$ cat src/rtl/fifo_pkg.sv
`default_nettype none
// ============================================================================
// Module      : fifo_pkg
// Description : Shared definitions for the FIFO read-side stream master:
//               FSM state encoding and the default data width.
// Revision    : 1.0 - initial release
// ============================================================================
package fifo_pkg;

    localparam int DEF_WIDTH = 16;

    typedef enum logic [1:0] {
        ST_IDLE = 2'd0,
        ST_RUN  = 2'd1,
        ST_STOP = 2'd2
    } state_t;

endpackage : fifo_pkg
`default_nettype wire

$ cat src/rtl/fifo_skid2.sv
`default_nettype none
// ============================================================================
// Module      : fifo_skid2
// Description : Two-entry {last,data} output buffer. The head entry drives the
//               stream outputs; push and pop may occur in the same cycle.
// Revision    : 1.0 - initial release
// ============================================================================
module fifo_skid2 #(
    parameter int WIDTH = 16
) (
    input  logic             clk,
    input  logic             rst_n,
    input  logic             push,
    input  logic [WIDTH-1:0] push_data,
    input  logic             push_last,
    input  logic             pop,
    output logic [WIDTH-1:0] head_data,
    output logic             head_last,
    output logic [1:0]       count
);

    logic [WIDTH-1:0] data_q [2];
    logic [1:0]       last_q;
    logic             wr_ptr;
    logic             rd_ptr;
    logic             pop_ok;
    logic [1:0]       count_nxt;

    assign pop_ok    = pop && (count != 2'd0);
    assign head_data = data_q[rd_ptr];
    assign head_last = last_q[rd_ptr];

    // Occupancy follows push/pop; a simultaneous push and pop leaves it unchanged.
    always_comb begin
        count_nxt = count;
        case ({push, pop_ok})
            2'b10:   count_nxt = count + 2'd1;
            2'b01:   count_nxt = count - 2'd1;
            default: count_nxt = count;
        endcase
    end

    // Storage and pointer registers; reset clears contents so the head reads zero.
    always_ff @(posedge clk or negedge rst_n) begin
        if (!rst_n) begin
            data_q[0] <= '0;
            data_q[1] <= '0;
            last_q    <= 2'b00;
            wr_ptr    <= 1'b0;
            rd_ptr    <= 1'b0;
            count     <= 2'd0;
        end else begin
            if (push) begin
                data_q[wr_ptr] <= push_data;
                last_q[wr_ptr] <= push_last;
                wr_ptr         <= ~wr_ptr;
            end
            if (pop_ok) begin
                rd_ptr <= ~rd_ptr;
            end
            count <= count_nxt;
        end
    end

endmodule : fifo_skid2
`default_nettype wire

$ cat src/rtl/fifo_stream_reader.sv
`default_nettype none
// ============================================================================
// Module      : fifo_stream_reader
// Description : Read-side master for the synchronous FIFO. Pops words via
//               rd_en/empty and presents them as a valid/ready stream with
//               packet framing (m_last every pkt_len words). A 2-entry output
//               buffer hides the FIFO read latency for 1 word/clk throughput.
// Revision    : 1.0 - initial release
// ============================================================================
module fifo_stream_reader
    import fifo_pkg::*;
#(
    parameter int WIDTH = DEF_WIDTH,
    parameter int LEN_W = 8,
    parameter int CNT_W = 32
) (
    input  logic             clk,
    input  logic             rst_n,
    input  logic             enable,
    input  logic [LEN_W-1:0] pkt_len,
    input  logic             fifo_empty,
    input  logic [WIDTH-1:0] fifo_rdata,
    output logic             fifo_rd_en,
    output logic             m_valid,
    output logic [WIDTH-1:0] m_data,
    output logic             m_last,
    input  logic             m_ready,
    output logic             busy,
    output logic [CNT_W-1:0] words_out
);

    state_t           state;
    state_t           state_nxt;
    logic [LEN_W-1:0] len_q;
    logic [LEN_W-1:0] iss_cnt;
    logic [LEN_W-1:0] iss_cnt_nxt;
    logic             rd_pend;
    logic             pend_last;
    logic             issue_ok;
    logic             load_len;
    logic             issue_last;
    logic             handshake;
    logic [1:0]       buf_cnt;
    logic [2:0]       occupied;
    logic [2:0]       credit_lim;

    assign handshake = m_valid && m_ready;
    assign m_valid   = (buf_cnt != 2'd0);
    assign busy      = (state != ST_IDLE) || (buf_cnt != 2'd0) || rd_pend;

    // Issue permission depends only on state; STOP finishes the open packet only.
    assign issue_ok  = (state == ST_RUN) || ((state == ST_STOP) && (iss_cnt != '0));
    assign load_len  = (state == ST_IDLE) && enable;

    // Credit: buffered plus in-flight words must leave room for the new word.
    // A head pop in the same cycle frees a slot, which is what keeps the
    // stream at one word per clock in steady state.
    assign occupied   = {1'b0, buf_cnt} + {2'b00, rd_pend};
    assign credit_lim = 3'd2 + {2'b00, handshake};
    assign fifo_rd_en = issue_ok && !fifo_empty && (occupied < credit_lim);

    // Word being issued closes the packet when it is index len_q-1 (never when unframed).
    assign issue_last = (len_q != '0) && (iss_cnt == (len_q - LEN_W'(1)));

    // Packet issue counter: cleared on session start, wraps at len_q-1, held at 0 when unframed.
    always_comb begin
        iss_cnt_nxt = iss_cnt;
        if (load_len) begin
            iss_cnt_nxt = '0;
        end else if (fifo_rd_en) begin
            if (len_q == '0 || issue_last) begin
                iss_cnt_nxt = '0;
            end else begin
                iss_cnt_nxt = iss_cnt + LEN_W'(1);
            end
        end
    end

    // Next-state logic; leaving RUN/STOP waits until the current packet is fully issued.
    always_comb begin
        state_nxt = state;
        case (state)
            ST_IDLE: begin
                if (enable) begin
                    state_nxt = ST_RUN;
                end
            end
            ST_RUN: begin
                if (!enable) begin
                    if (len_q == '0 || iss_cnt_nxt == '0) begin
                        state_nxt = ST_IDLE;
                    end else begin
                        state_nxt = ST_STOP;
                    end
                end
            end
            ST_STOP: begin
                if (iss_cnt_nxt == '0) begin
                    state_nxt = ST_IDLE;
                end
            end
            default: state_nxt = ST_IDLE;
        endcase
    end

    // Control registers: state, sampled packet length, issue counter, read-in-flight tag.
    always_ff @(posedge clk or negedge rst_n) begin
        if (!rst_n) begin
            state     <= ST_IDLE;
            len_q     <= '0;
            iss_cnt   <= '0;
            rd_pend   <= 1'b0;
            pend_last <= 1'b0;
        end else begin
            state     <= state_nxt;
            iss_cnt   <= iss_cnt_nxt;
            rd_pend   <= fifo_rd_en;
            pend_last <= fifo_rd_en && issue_last;
            if (load_len) begin
                len_q <= pkt_len;
            end
        end
    end

    // Statistics: total downstream handshakes, free-running modulo 2^CNT_W.
    always_ff @(posedge clk or negedge rst_n) begin
        if (!rst_n) begin
            words_out <= '0;
        end else if (handshake) begin
            words_out <= words_out + CNT_W'(1);
        end
    end

    // FIFO data returns one cycle after the pop and is always captured.
    fifo_skid2 #(
        .WIDTH (WIDTH)
    ) u_skid (
        .clk       (clk),
        .rst_n     (rst_n),
        .push      (rd_pend),
        .push_data (fifo_rdata),
        .push_last (pend_last),
        .pop       (handshake),
        .head_data (m_data),
        .head_last (m_last),
        .count     (buf_cnt)
    );

endmodule : fifo_stream_reader
`default_nettype wire

$ cat config.mk
export PLATFORM = sky130hd
export DESIGN_NAME = fifo_stream_reader
export DESIGN_NICKNAME = d
export VERILOG_FILES = /design/src/rtl/fifo_pkg.sv /design/src/rtl/fifo_skid2.sv /design/src/rtl/fifo_stream_reader.sv
export SDC_FILE = /design/constraint.sdc
export NUM_CORES = 1
export LEC_CHECK = 0
export ABC_AREA = 0
export BUFFER_PORTS_ARGS = -buffer_cell sky130_fd_sc_hd__buf_2
export CAP_MARGIN = 15
export CORE_MARGIN = 3
export CORE_UTILIZATION = 40
export DETAILED_ROUTE_END_ITERATION = 16
export PLACE_DENSITY = 0.67
export SLEW_MARGIN = 20
export SYNTH_ARGS = -nofsm -noshare
export SYNTH_HDL_FRONTEND = slang
export SYNTH_SLANG_ARGS = --single-unit
$ cat constraint.sdc
create_clock -name clk -period 3.3 [get_ports clk]
set_input_delay 0.33 -clock clk [delete_from_list [all_inputs] [get_ports clk]]
set_output_delay 0.33 -clock clk [all_outputs]
set_load 0.01 [all_outputs]
==> run_results.csv <==
group,metric,value,unit
setup_path,reg2reg_from,"u_skid.count[0]$_DFFE_PN0P_",
sta,fmax,324.6,MHz
setup_path,r2r-end,"iss_cnt[2]$_DFF_PN0_",
clock_network,clock-root-buffer,"clkbuf_8",
floorplan,core-area,10560,um2
routing,avgRoutedWirePerCell,14.61,um
grt,antenna_found_initial,0,
logic_synthesis,yosysMostFrequentCell,"dfrtp_1",
routing,totalWireLength,8765,um
grt,grt_pass1_wl,15200,um
setup_path,cp-start-kind,"flop",
pwr,leakage,2.492,nW
logic_synthesis,synthArstFlopShare,100.0,%
placed_design,dpl.hpwl,6177,um
logic_synthesis,synth-edff-count,0,
logic_synthesis,ys.flop_type,"dfrtp_1",
sta,fin_crit,3081,ps
pwr,p_per_area,782.1,nW/um2
routing,drc,0,
min_path,hp-class,"primary input to async pin",
placed_design,port_buffers,80,
cells_and_area,nNetsFinal,496,
floorplan,die_x,111.1,um
clock_network,cts_max_path_buffers,2,
logic_synthesis,ys_seq_elements,90,
floorplan,dieArea,12350,um2
floorplan,pin_count,81,
logic_synthesis,syn_area,4420,um2
placed_design,pre_cts_slack,637.0,ps
pwr,vdd_drop_max,413.7,uV
cells_and_area,drive_gt1_share,35.13,%
logic_synthesis,syn_inst,378,
clock_network,numCtsBuffers,9,
logic_synthesis,synth_common_cells,"dfrtp_1, mux2_2, nand2_1, xnor2_1, xor2_1",
logic_synthesis,synth.avg_cell_area,11.69,um2
grt,grt_usage,14.82,%
sta,setup_tns,0,ps
logic_synthesis,syn_nets,415,
setup_path,path_class,"flop to primary output",
floorplan,initial_utilization,41.88,%
routing,vias_per_cell,5.072,
sta,worst_pin_slew,986.6,ps
clock_network,cts.sinks,90,
setup_path,r2r_slack,590,ps
routing,drtIter0Drc,154,
clock_network,ctsHoldBuffers,0,
floorplan,die_y,111.1,um
sta,max_slew_margin,34.23,%
logic_synthesis,synthTopCellsByArea,"dfrtp_1, mux2_2, xnor2_1",
routing,dr.pass1.iters,4,
logic_synthesis,ys_warn_count,0,
placed_design,routabilityCongestion,0.8396,
sta,worst_slack,218.9,ps
setup_path,required,2970,ps
setup_path,cp.arrival,2750,ps
clock_network,cts_tree,"done",
logic_synthesis,synth.distinct_cells,48,
status,outcome,"finished, final reports clean",
logic_synthesis,yosysTopAreaCellShare,50.95,%
setup_path,crit_path_max_fanout,10,
routing,dr_total_vias,3043,
logic_synthesis,yosysSeqAreaShare,50.95,%
grt,grt_pass1_vias,3113,
sta,skew,15.72,ps
sta,setup_violations,0,
clock_network,clkTransAtPathRegs,110,ps
logic_synthesis,synth.largest_area_cell,"dfrtp_1",
sta,min_period_over_period,93.37,%
setup_path,reg2regPathDepth,9,
grt,overflow,0,
sta,finalHoldViolations,0,
sta,whs,77.71,ps
setup_path,cp-end-kind,"primary output",
job,cap_viol_max_count,0,
routing,ant_nets,0,
cells_and_area,area_growth,16.67,%
grt,grt_max_degree,78,
clock_network,clk_latency,360,ps
placed_design,place_area,4955,um2
setup_path,startpoint,"u_skid.count[0]$_DFFE_PN0P_",
clock_network,post_cts_resized,0,
clock_network,htreeDepth,3,
sta,final_max_slew_viol_count,0,
floorplan,placementRows,37,
cells_and_area,stdcell_area,5157,um2
sta,grt_setup_unrepaired,"false",
clock_network,cts_setup_buffers,0,
cells_and_area,num_antenna_cells,0,
per-stage QoR:
stage	utilization (%)	power (W)	cells
2_1_floorplan	-	0.002848	378
3_3_place_gp	46.94	0.003269	584
3_5_place_dp	46.94	0.003326	584
4_1_cts	48.86	0.004105	600
5_1_grt	48.86	0.004351	600
6_report	48.86	0.004034	600
metal layers:
layer / up-vias / routed length, um / part of all wire (%) / track usage (%)
li1: 1481 / - / - / -
met1: 1497 / 3970 / 45 / 19.59
met2: 59 / 4339 / 50 / 24.47
met3: 6 / 381 / 4.3 / 3.930
met4: 0 / 74 / 0.84 / 3.487
met5: - / 0 / 0 / 0
worst max-delay path, cell delays in order (launching register included):
cell,delay [ps]
dfrtp_1,480
ha_1,220
ha_1,320
a211o_1,330
a211oi_4,340
and2_1,330
buf_4,230
buf_2,150
layout make-up:
type | instances | area, um2
Fill cell | 973 | 5398
Sequential cell | 90 | 2252
Multi-Input combinational cell | 265 | 2066
Timing Repair Buffer | 84 | 432.9
Tap cell | 136 | 170.2
Clock buffer | 9 | 123.9
Clock inverter | 7 | 78.83
Inverter | 9 | 33.78
kinds of logic after synthesis:
family,Yosys count,share of synthesized area [%]
AOI/OAI and AO/OA,31,5.746
muxes,54,13.67
adders and majority gates,8,2.264
and+or+nand+nor,116,13.95
xor gates and xnor gates,56,11.10
buffers and inverters,23,2.321
DFF,90,50.95
sequential cells by signal, indices dropped and copies added (netlist names):
signal,cells
iss_cnt,8
len_q,8
pend_last,1
rd_pend,1
state,2
u_skid.count,2
u_skid.data_q,32
u_skid.last_q,2
u_skid.rd_ptr,1
u_skid.wr_ptr,1
words_out,32
power breakdown:
part	total, W	internal (W)	switching [W]
Clock	0.000750	0.000304	0.000446
Sequential	0.00176	0.00143	0.000326
Combinational	0.00152	0.000806	0.000716
cells in the final DEF, fill, tap and decap left out, types with 2 or more instances in the layout:
cell type	count
inv_8	4
mux2_2	51
a21oi_1	2
and2b_1	2
and3_1	11
nand3b_1	3
buf_4	5
nor3_1	2
nand2_1	43
clkinv_4	2
dfrtp_1	90
mux2i_1	3
nor2_1	12
o21ai_4	2
clkbuf_8	9
xor2_1	24
and4_1	4
o21ai_0	4
buf_2	79
inv_1	7
nand4_1	9
ha_1	8
a31oi_1	3
or2_2	3
nand3_1	12
a211oi_1	9
and2_1	6
xnor2_1	32
how the worst max path moves through the flow:
stage,to,slack (ps)
after floorplan,fifo_rd_en,910
after global placement,fifo_rd_en,670
after detailed placement,fifo_rd_en,640
after CTS,fifo_rd_en,220
after global routing,fifo_rd_en,40
final,fifo_rd_en,220
Power figures use the tool's default switching activity.
